===== config.mk =====
export PLATFORM = sky130hd
export DESIGN_NAME = fetch_ctrl_flat
export DESIGN_NICKNAME = d
export VERILOG_FILES = /design/src/rtl/fetch_ctrl_pkg.sv /design/src/rtl/fetch_ctrl_if.sv /design/src/rtl/fetch_ctrl_sat_counter.sv /design/src/rtl/fetch_ctrl.sv /design/src/flat_wrapper.sv
export SDC_FILE = /design/constraint.sdc
export NUM_CORES = 1
export LEC_CHECK = 0
export CORE_AREA = 2 2 48 94
export DETAILED_ROUTE_END_ITERATION = 8
export DIE_AREA = 0 0 50 96
export PLACE_DENSITY = 0.84
export SLEW_MARGIN = 5
export SYNTH_ARGS = -nofsm -noshare
export SYNTH_HDL_FRONTEND = slang
export SYNTH_SLANG_ARGS = --single-unit

===== constraint.sdc =====
create_clock -name Clk -period 10.8 [get_ports Clk]
set_input_delay 3.24 -clock Clk [delete_from_list [all_inputs] [get_ports Clk]]
set_output_delay 3.24 -clock Clk [all_outputs]
set_load 0.01 [all_outputs]

===== src/rtl/fetch_ctrl_pkg.sv =====
// Shared definitions for the fetch/run-control block of the 9-bit core.
package fetch_ctrl_pkg;

  localparam int DEF_PW = 10;
  localparam logic [8:0] ACK_INSTR = 9'h1FF;

  typedef enum logic [1:0] {
    IDLE  = 2'd0,
    ARMED = 2'd1,
    RUN   = 2'd2,
    DONE  = 2'd3
  } fetch_state_t;

endpackage


===== src/rtl/fetch_ctrl_if.sv =====
// Bus between fetch_ctrl (slave) and the testbench/decoder/register side (master).
interface fetch_ctrl_if #(
  parameter int PW = 10,
  parameter int W  = 8,
  parameter int CW = 16
) ();
  import fetch_ctrl_pkg::*;

  // Start/Done handshake: master raises Start (level) for >=1 cycle, then drops it;
  // the program runs from the cycle after Start is seen low. Done stays high
  // until the cycle after Start is seen high again. Start during RUN is ignored.
  logic          Start;
  logic [PW-1:0] StartAddr;
  logic          BranchUp;
  logic          BranchDown;
  logic          Ack;
  logic [W-1:0]  PCTarget;
  logic [PW-1:0] ProgCtr;
  logic          Running;
  logic          Done;
  logic [CW-1:0] CycleCount;
  fetch_state_t  FetchState;

  modport master (
    output Start, StartAddr, BranchUp, BranchDown, Ack, PCTarget,
    input  ProgCtr, Running, Done, CycleCount, FetchState
  );

  modport slave (
    input  Start, StartAddr, BranchUp, BranchDown, Ack, PCTarget,
    output ProgCtr, Running, Done, CycleCount, FetchState
  );

endinterface


===== src/rtl/fetch_ctrl_sat_counter.sv =====
// Up-counter with synchronous clear that sticks at its all-ones value.
module fetch_ctrl_sat_counter #(
  parameter int CW = 16
) (
  input  logic          Clk,
  input  logic          Reset,
  input  logic          clr,
  input  logic          en,
  output logic [CW-1:0] count
);

  always_ff @(posedge Clk) begin
    if (Reset || clr) begin
      count <= '0;
    end else if (en && (count != '1)) begin
      count <= count + CW'(1);
    end
  end

endmodule


===== src/rtl/fetch_ctrl.sv =====
// Program counter and Start/Done run control; drives the instruction ROM address.
module fetch_ctrl
  import fetch_ctrl_pkg::*;
#(
  parameter int PW = DEF_PW,
  parameter int W  = 8,
  parameter int CW = 16
) (
  input  logic Clk,
  input  logic Reset,
  fetch_ctrl_if.slave bus
);

  fetch_state_t  state_q, state_d;
  logic [PW-1:0] pc_q, pc_d;
  logic [W-1:0]  target;
  logic [PW-1:0] target_ext;
  logic          cnt_clr;
  logic          cnt_en;
  logic [CW-1:0] cycle_count;

  assign target     = bus.PCTarget;
  assign target_ext = PW'(target);

  always_ff @(posedge Clk) begin
    if (Reset) begin
      state_q <= IDLE;
      pc_q    <= '0;
    end else begin
      state_q <= state_d;
      pc_q    <= pc_d;
    end
  end

  always_comb begin
    state_d = state_q;
    pc_d    = pc_q;
    cnt_clr = 1'b0;
    cnt_en  = 1'b0;
    case (state_q)
      IDLE: begin
        if (bus.Start) begin
          state_d = ARMED;
          cnt_clr = 1'b1;
        end
      end
      ARMED: begin
        pc_d    = bus.StartAddr;
        cnt_clr = 1'b1;
        if (!bus.Start) state_d = RUN;
      end
      RUN: begin
        cnt_en = 1'b1;
        // Ack outranks BranchDown: the decoder raises both on the done instruction.
        if (bus.Ack) begin
          state_d = DONE;
        end else if (bus.BranchDown) begin
          pc_d = pc_q + target_ext;
        end else if (bus.BranchUp) begin
          pc_d = pc_q - target_ext;
        end else begin
          pc_d = pc_q + PW'(1);
        end
      end
      DONE: begin
        if (bus.Start) begin
          state_d = ARMED;
          cnt_clr = 1'b1;
        end
      end
      default: state_d = IDLE;
    endcase
  end

  fetch_ctrl_sat_counter #(.CW(CW)) u_cycle_cnt (
    .Clk   (Clk),
    .Reset (Reset),
    .clr   (cnt_clr),
    .en    (cnt_en),
    .count (cycle_count)
  );

  assign bus.ProgCtr    = pc_q;
  assign bus.Running    = (state_q == RUN);
  assign bus.Done       = (state_q == DONE);
  assign bus.CycleCount = cycle_count;
  assign bus.FetchState = state_q;

endmodule

===== src/flat_wrapper.sv =====
// flat-port wrapper written by rule: the top's interface ports become plain ports
module fetch_ctrl_flat import fetch_ctrl_pkg::*;
#(
  parameter int PW = DEF_PW,
  parameter int W  = 8,
  parameter int CW = 16
)
  (Clk, Reset, bus_Start, bus_StartAddr, bus_BranchUp, bus_BranchDown, bus_Ack, bus_PCTarget, bus_ProgCtr, bus_Running, bus_Done, bus_CycleCount, bus_FetchState);
  fetch_ctrl_if #(.PW(PW), .W(W), .CW(CW)) bus_i ();
  input  logic Clk;
  input  logic Reset;
  input wire logic [$bits(bus_i.Start)-1:0] bus_Start;
  input wire logic [$bits(bus_i.StartAddr)-1:0] bus_StartAddr;
  input wire logic [$bits(bus_i.BranchUp)-1:0] bus_BranchUp;
  input wire logic [$bits(bus_i.BranchDown)-1:0] bus_BranchDown;
  input wire logic [$bits(bus_i.Ack)-1:0] bus_Ack;
  input wire logic [$bits(bus_i.PCTarget)-1:0] bus_PCTarget;
  output wire logic [$bits(bus_i.ProgCtr)-1:0] bus_ProgCtr;
  output wire logic [$bits(bus_i.Running)-1:0] bus_Running;
  output wire logic [$bits(bus_i.Done)-1:0] bus_Done;
  output wire logic [$bits(bus_i.CycleCount)-1:0] bus_CycleCount;
  output wire logic [$bits(bus_i.FetchState)-1:0] bus_FetchState;
  assign bus_i.Start = bus_Start;
  assign bus_i.StartAddr = bus_StartAddr;
  assign bus_i.BranchUp = bus_BranchUp;
  assign bus_i.BranchDown = bus_BranchDown;
  assign bus_i.Ack = bus_Ack;
  assign bus_i.PCTarget = bus_PCTarget;
  assign bus_ProgCtr = bus_i.ProgCtr;
  assign bus_Running = bus_i.Running;
  assign bus_Done = bus_i.Done;
  assign bus_CycleCount = bus_i.CycleCount;
  assign bus_FetchState = bus_i.FetchState;
  fetch_ctrl #(.PW(PW), .W(W), .CW(CW)) u_core (.Clk(Clk), .Reset(Reset), .bus(bus_i));
endmodule

; ---- Word level (Yosys, flattened, before mapping)
; Cells that the tools add are included.
[op_classes]
add_sub_neg = 4
n_mul = 0
div_mod_pow = 0
n_lt_le_gt_ge = 0
n_eq_ne = 8
shift = 0
n_mux = 11
n_bitwise = 0
reduce_logical = 7
[ops]
columns = cell, count
row1 = $mux W10, 3
row2 = $pmux W10 S2, 1
row3 = $add A16 B1 Y16 const B, 1
row4 = $ne A16 B16 Y1 const B, 1
row5 = $add A10 B1 Y10 const B, 1
row6 = $add A10 B8 Y10, 1
row7 = $sub A10 B8 Y10, 1
row8 = $mux W2, 3
row9 = $ne A2 B2 Y1 const B, 3
row10 = $pmux W2 S3, 1
row11 = $eq A2 B2 Y1 const B, 2
row12 = $reduce_and A3 Y1, 1
row13 = $eq A2 B1 Y1 const B, 1
row14 = $logic_not A2 Y1, 1
row15 = $mux W1, 2
row16 = $ne A2 B1 Y1 const B, 1
row17 = $pmux W1 S2, 1
row18 = $reduce_and A2 Y1, 1
row19 = $reduce_bool A2 Y1, 1
row20 = $reduce_or A2 Y1, 1
row21 = $logic_and A1 B1 Y1, 1
row22 = $logic_or A1 B1 Y1, 1
[word_totals]
ff_bits = 28
latch_bits = 0
ram_bits = 0
mem_bits_ro = 0
in_bits = 24
wordCells = 33
n_memories = 0

; ---- Depth between registers and ports, before layout
[depth]
word_depth = 5
ltp_mapped = 15
mapped_depth_nobuf = 14

; ---- Hierarchy
; From an unflattened synthesis, not the netlist that was laid out.
[hier_totals]
cells_unflattened = 260
hier_area_um2 = 2085.8
[by_module_without_submodules]
columns = module, instances, cells_per_inst, area_each_um2, seq_area_each_um2
row1 = fetch_ctrl, 1, 165, 1238.7, 240.2
row2 = fetch_ctrl_sat_counter, 1, 95, 847.1, 320.3

; ---- Worst setup path before layout
; No wires, ideal clock.
[synth_path]
path_type = in2reg
from = input port bus_BranchUp
to = register u_core.pc_q[9] (netlist: u_core.bus.ProgCtr[9])
setup_ns = 0.091
arrival_ns = 5.620
required_ns = 10.709
slack_ns = 5.089
stages = 14
path_buffers = 1
path_cell_list = clkbuf_1 nor2b_1 ha_1 nand2_1 nor3_1 nor3_1 a21o_1 a22o_1 ha_1 a211o_1 o2111ai_1 nand2_1 xnor2_1 a311oi_1
[synth_via]
elab_chain_cells = 4
[synth_lines]
columns = element, line
row1 = from (decl), flat_wrapper.sv:14  ; input wire logic [$bits(bus_i.BranchUp)-1:0] bus_BranchUp;
row2 = $mux W10, fetch_ctrl.sv:59  ; end else if (bus.BranchUp) begin
row3 = $mux W10, fetch_ctrl.sv:57  ; end else if (bus.BranchDown) begin
row4 = $mux W10, fetch_ctrl.sv:55  ; if (bus.Ack) begin
row5 = $pmux W10 S2, fetch_ctrl.sv:40  ; case (state_q)
row6 = to (signal assigned), fetch_ctrl.sv:31  ; pc_q <= pc_d;
row7 = to (decl), fetch_ctrl.sv:15  ; logic [PW-1:0] pc_q, pc_d;
; Every way passes these cells. The select of a mux whose other input is x is not followed.
; A chain may end at the register's enable or synchronous reset.

; ---- Worst setup path in the final report
; Ends and elaborated chain as after synthesis.

==> reports/metrics.yaml <==
status: "complete, no violations"
cts-root-buf: "clkbuf_8"
yosys-top-cells-area: "dfxtp_1 (29%), ha_1 (9.6%), nor2_1 (6.3%)"
wl_per_cell_um: 13.3
peakVddDrop_uv: 122
drt-total-wl_mm: 4.59
met3_usage: 0.0264
worstHoldPathType: "register to register"
syn_nets: 282
yosysWarnings: 0
async_reset_ff_frac: 0
nets: 334
maxCapViolations: 0
h-tree-depth: 1
p_int_uw: 254
p_seq_frac: 0.331
final_area_um2: 2570
ys_top_cells_by_count: "nor2_1 (33), dfxtp_1 (28), nand2_1 (21), a21oi_1 (20), ha_1 (15)"
place_congestion: 0.999
reg2reg_depth: 7
diodes: 0
ant_nets: 0
cts_sinks: 28
critPathArrivalTime_ns: 6.29
vias: 1929
ys_ff_latch: 28
fp.dieH_um: 96
dpl_cell_area_um2: 2520
drive_gt1_frac: 0.0445
finalSetupViolations: 0
syn_inst: 242
hpwl_mm: 3.76
clockBufferDepth: 2
switchingPower_uw: 174
area_delta_synth_final_pct: 31.5
start_util: 0.478
path_max_fanout: 11
crit_type: "input pin to register"
drc: 0
syn_avg_cell_area_um2: 8.07
drt_iter0_drc: 32
dp.cells: 341
setup.worst_path.end: "u_core.bus.ProgCtr[9]$_SDFFE_PP0P_"
die_w_um: 50
synth_top_area_cell: "dfxtp_1"
finalCritPeriodShare: 0.564
stdcell_count: 344
setup_tns_ns: 0
pin_count: 54
grt_use_total: 0.196
grtUsageMet2: 0.394
worst_clock_skew_ns: 0.00269
grt_pass1_wl_mm: 7.38
p_sw_frac: 0.406
fp-row-count: 33
die_area_um2: 4800
netlist_area_um2: 1950
synth_top_area_frac: 0.287
critPathLaunchType: "input pin"
r2r_start: "u_core.bus.FetchState[0]$_SDFFE_PP0P_"
ys_seq_area_frac: 0.287
path_clk_slew_ns: 0.09
cts_tree: "built"
max_freq_mhz: 164
power-per-cell-area_nw_per_um2: 167
synth_cell_types: 46
p_leak_nw: 0.961
slew_violations: 0
worstReg2RegEnd: "u_core.u_cycle_cnt.count[13]$_SDFFE_PP0P_"
grt-busiest-layer: "met2"
grt_max_degree: 18
clkPwrFrac: 0.135
use_met1: 0.182
r2r_slack_ns: 8.29
combPwrFrac: 0.534
insertion_delay_ns: 0.28
post_cts.resized_instances: 0
io_buffers: 53
hold_viol: 0
first_pass_iters: 4
synth_edf_count: 0
cts_hold_buf: 0
ys.flop_type: "dfxtp_1"
relSlewSlack: 0.236
fp.coreArea_um2: 4090
min_path_cells: 2
yosys.cell_count.top_type: "nor2_1"
p_total_uw: 427
crit_start: "bus_BranchUp"
finalCriticalPeriod_ns: 6.09
antenna_found_initial: 0
required_ns: 10.99
utilization: 0.628
critPathCaptureType: "register"
grt_setup_unrepaired: "no"
vias_per_cell: 5.61
tightest_slew_ns: 1.14
post-cts-setup-buffers: 0
overflow: 0
numCtsBuffers: 3
first_global_vias: 1740
[through the flow]
step	setup WS [ns]	hold WS, ns
after floorplan	5.09	0.508
after global placement	4.52	0.492
after detailed placement	4.43	0.498
after CTS	4.71	0.513
after global routing	4.46	0.533
final	4.71	0.513
[kinds of logic after synthesis]
family,after synthesis,share of synthesized area
AOI/OAI and AO/OA,57,0.192
xor gates and xnor gates,21,0.0942
adders and majority gates,16,0.106
buffers and inverters,11,0.0212
DFF,28,0.287
muxes,6,0.0321
and+or+nand+nor,103,0.267
[state kept, by name (all words and copies together) (netlist names)]
| register | flops |
|---|---|
| u_core.bus.FetchState | 2 |
| u_core.bus.ProgCtr | 10 |
| u_core.u_cycle_cnt.count | 16 |
[final cells by class]
cell class	instances	area [um2]
flip-flops and latches	28	561
multi-input cells	203	1350
fillers	351	1520
repair buffers	53	531
well taps	52	65.1
clock buffers	3	41.3
inverters	5	18.8
[cell usage in the layout, fill, tap and decap left out, types with 2 or more instances in the layout]
cell type and count:
mux2i_1 4, mux2_2 2, and3_1 5, o22ai_1 2, a211oi_1 3, nor3_1 8
nand2_1 21, ha_1 15, nor2b_1 6, xnor2_1 7, nor2_1 33, a21o_1 4
nand3_2 2, clkdlybuf4s50_1 53, nand2b_1 6, o21ai_0 9, a22o_1 3, a2111oi_0 2
a21oi_1 20, o21bai_1 3, nand4_1 4, xor2_1 14, nand3_1 6, or3_1 2
a311oi_1 3, dfxtp_1 28, inv_1 5, clkbuf_8 3
[worst max-delay path, cell delays in order]
cell and delay [ns]:
clkdlybuf4s50_1 0.67, nor2b_1 0.19, ha_1 0.20, nand2_1 0.10, nor3_1 0.20, nor3_1 0.07
a21o_1 0.16, a22o_1 0.18, ha_1 0.33, a211o_1 0.29, o2111ai_1 0.20, nand2_1 0.10
xnor2_1 0.13, a311oi_1 0.23
[per-layer routing]
layer / part of all wire / vias up
li1: - / 978
met1: 0.38 / 890
met2: 0.56 / 51
met3: 0.034 / 10
met4: 0.030 / 0
met5: 0 / -
[worst min-delay path by stage]
stage,end,startpoint
global route,u_core.bus.ProgCtr[5]$_SDFFE_PP0P_,u_core.bus.ProgCtr[5]$_SDFFE_PP0P_
CTS,u_core.bus.ProgCtr[5]$_SDFFE_PP0P_,u_core.bus.ProgCtr[5]$_SDFFE_PP0P_
floorplan,u_core.bus.ProgCtr[2]$_SDFFE_PP0P_,u_core.bus.ProgCtr[2]$_SDFFE_PP0P_
detailed placement,u_core.bus.ProgCtr[5]$_SDFFE_PP0P_,u_core.bus.ProgCtr[5]$_SDFFE_PP0P_
finish,u_core.bus.ProgCtr[5]$_SDFFE_PP0P_,u_core.bus.ProgCtr[5]$_SDFFE_PP0P_
global placement,u_core.bus.ProgCtr[2]$_SDFFE_PP0P_,u_core.bus.ProgCtr[2]$_SDFFE_PP0P_
[power by group through the flow]
stage / combinational (mW) / clock, mW / sequential [mW]
floorplan: 0.143 / 0 / 0.148
global placement: 0.225 / 0 / 0.143
detailed placement: 0.229 / 0 / 0.144
CTS: 0.230 / 0.0585 / 0.142
global route: 0.253 / 0.0609 / 0.144
finish: 0.228 / 0.0577 / 0.142
(Power assumes the default switching activity.)
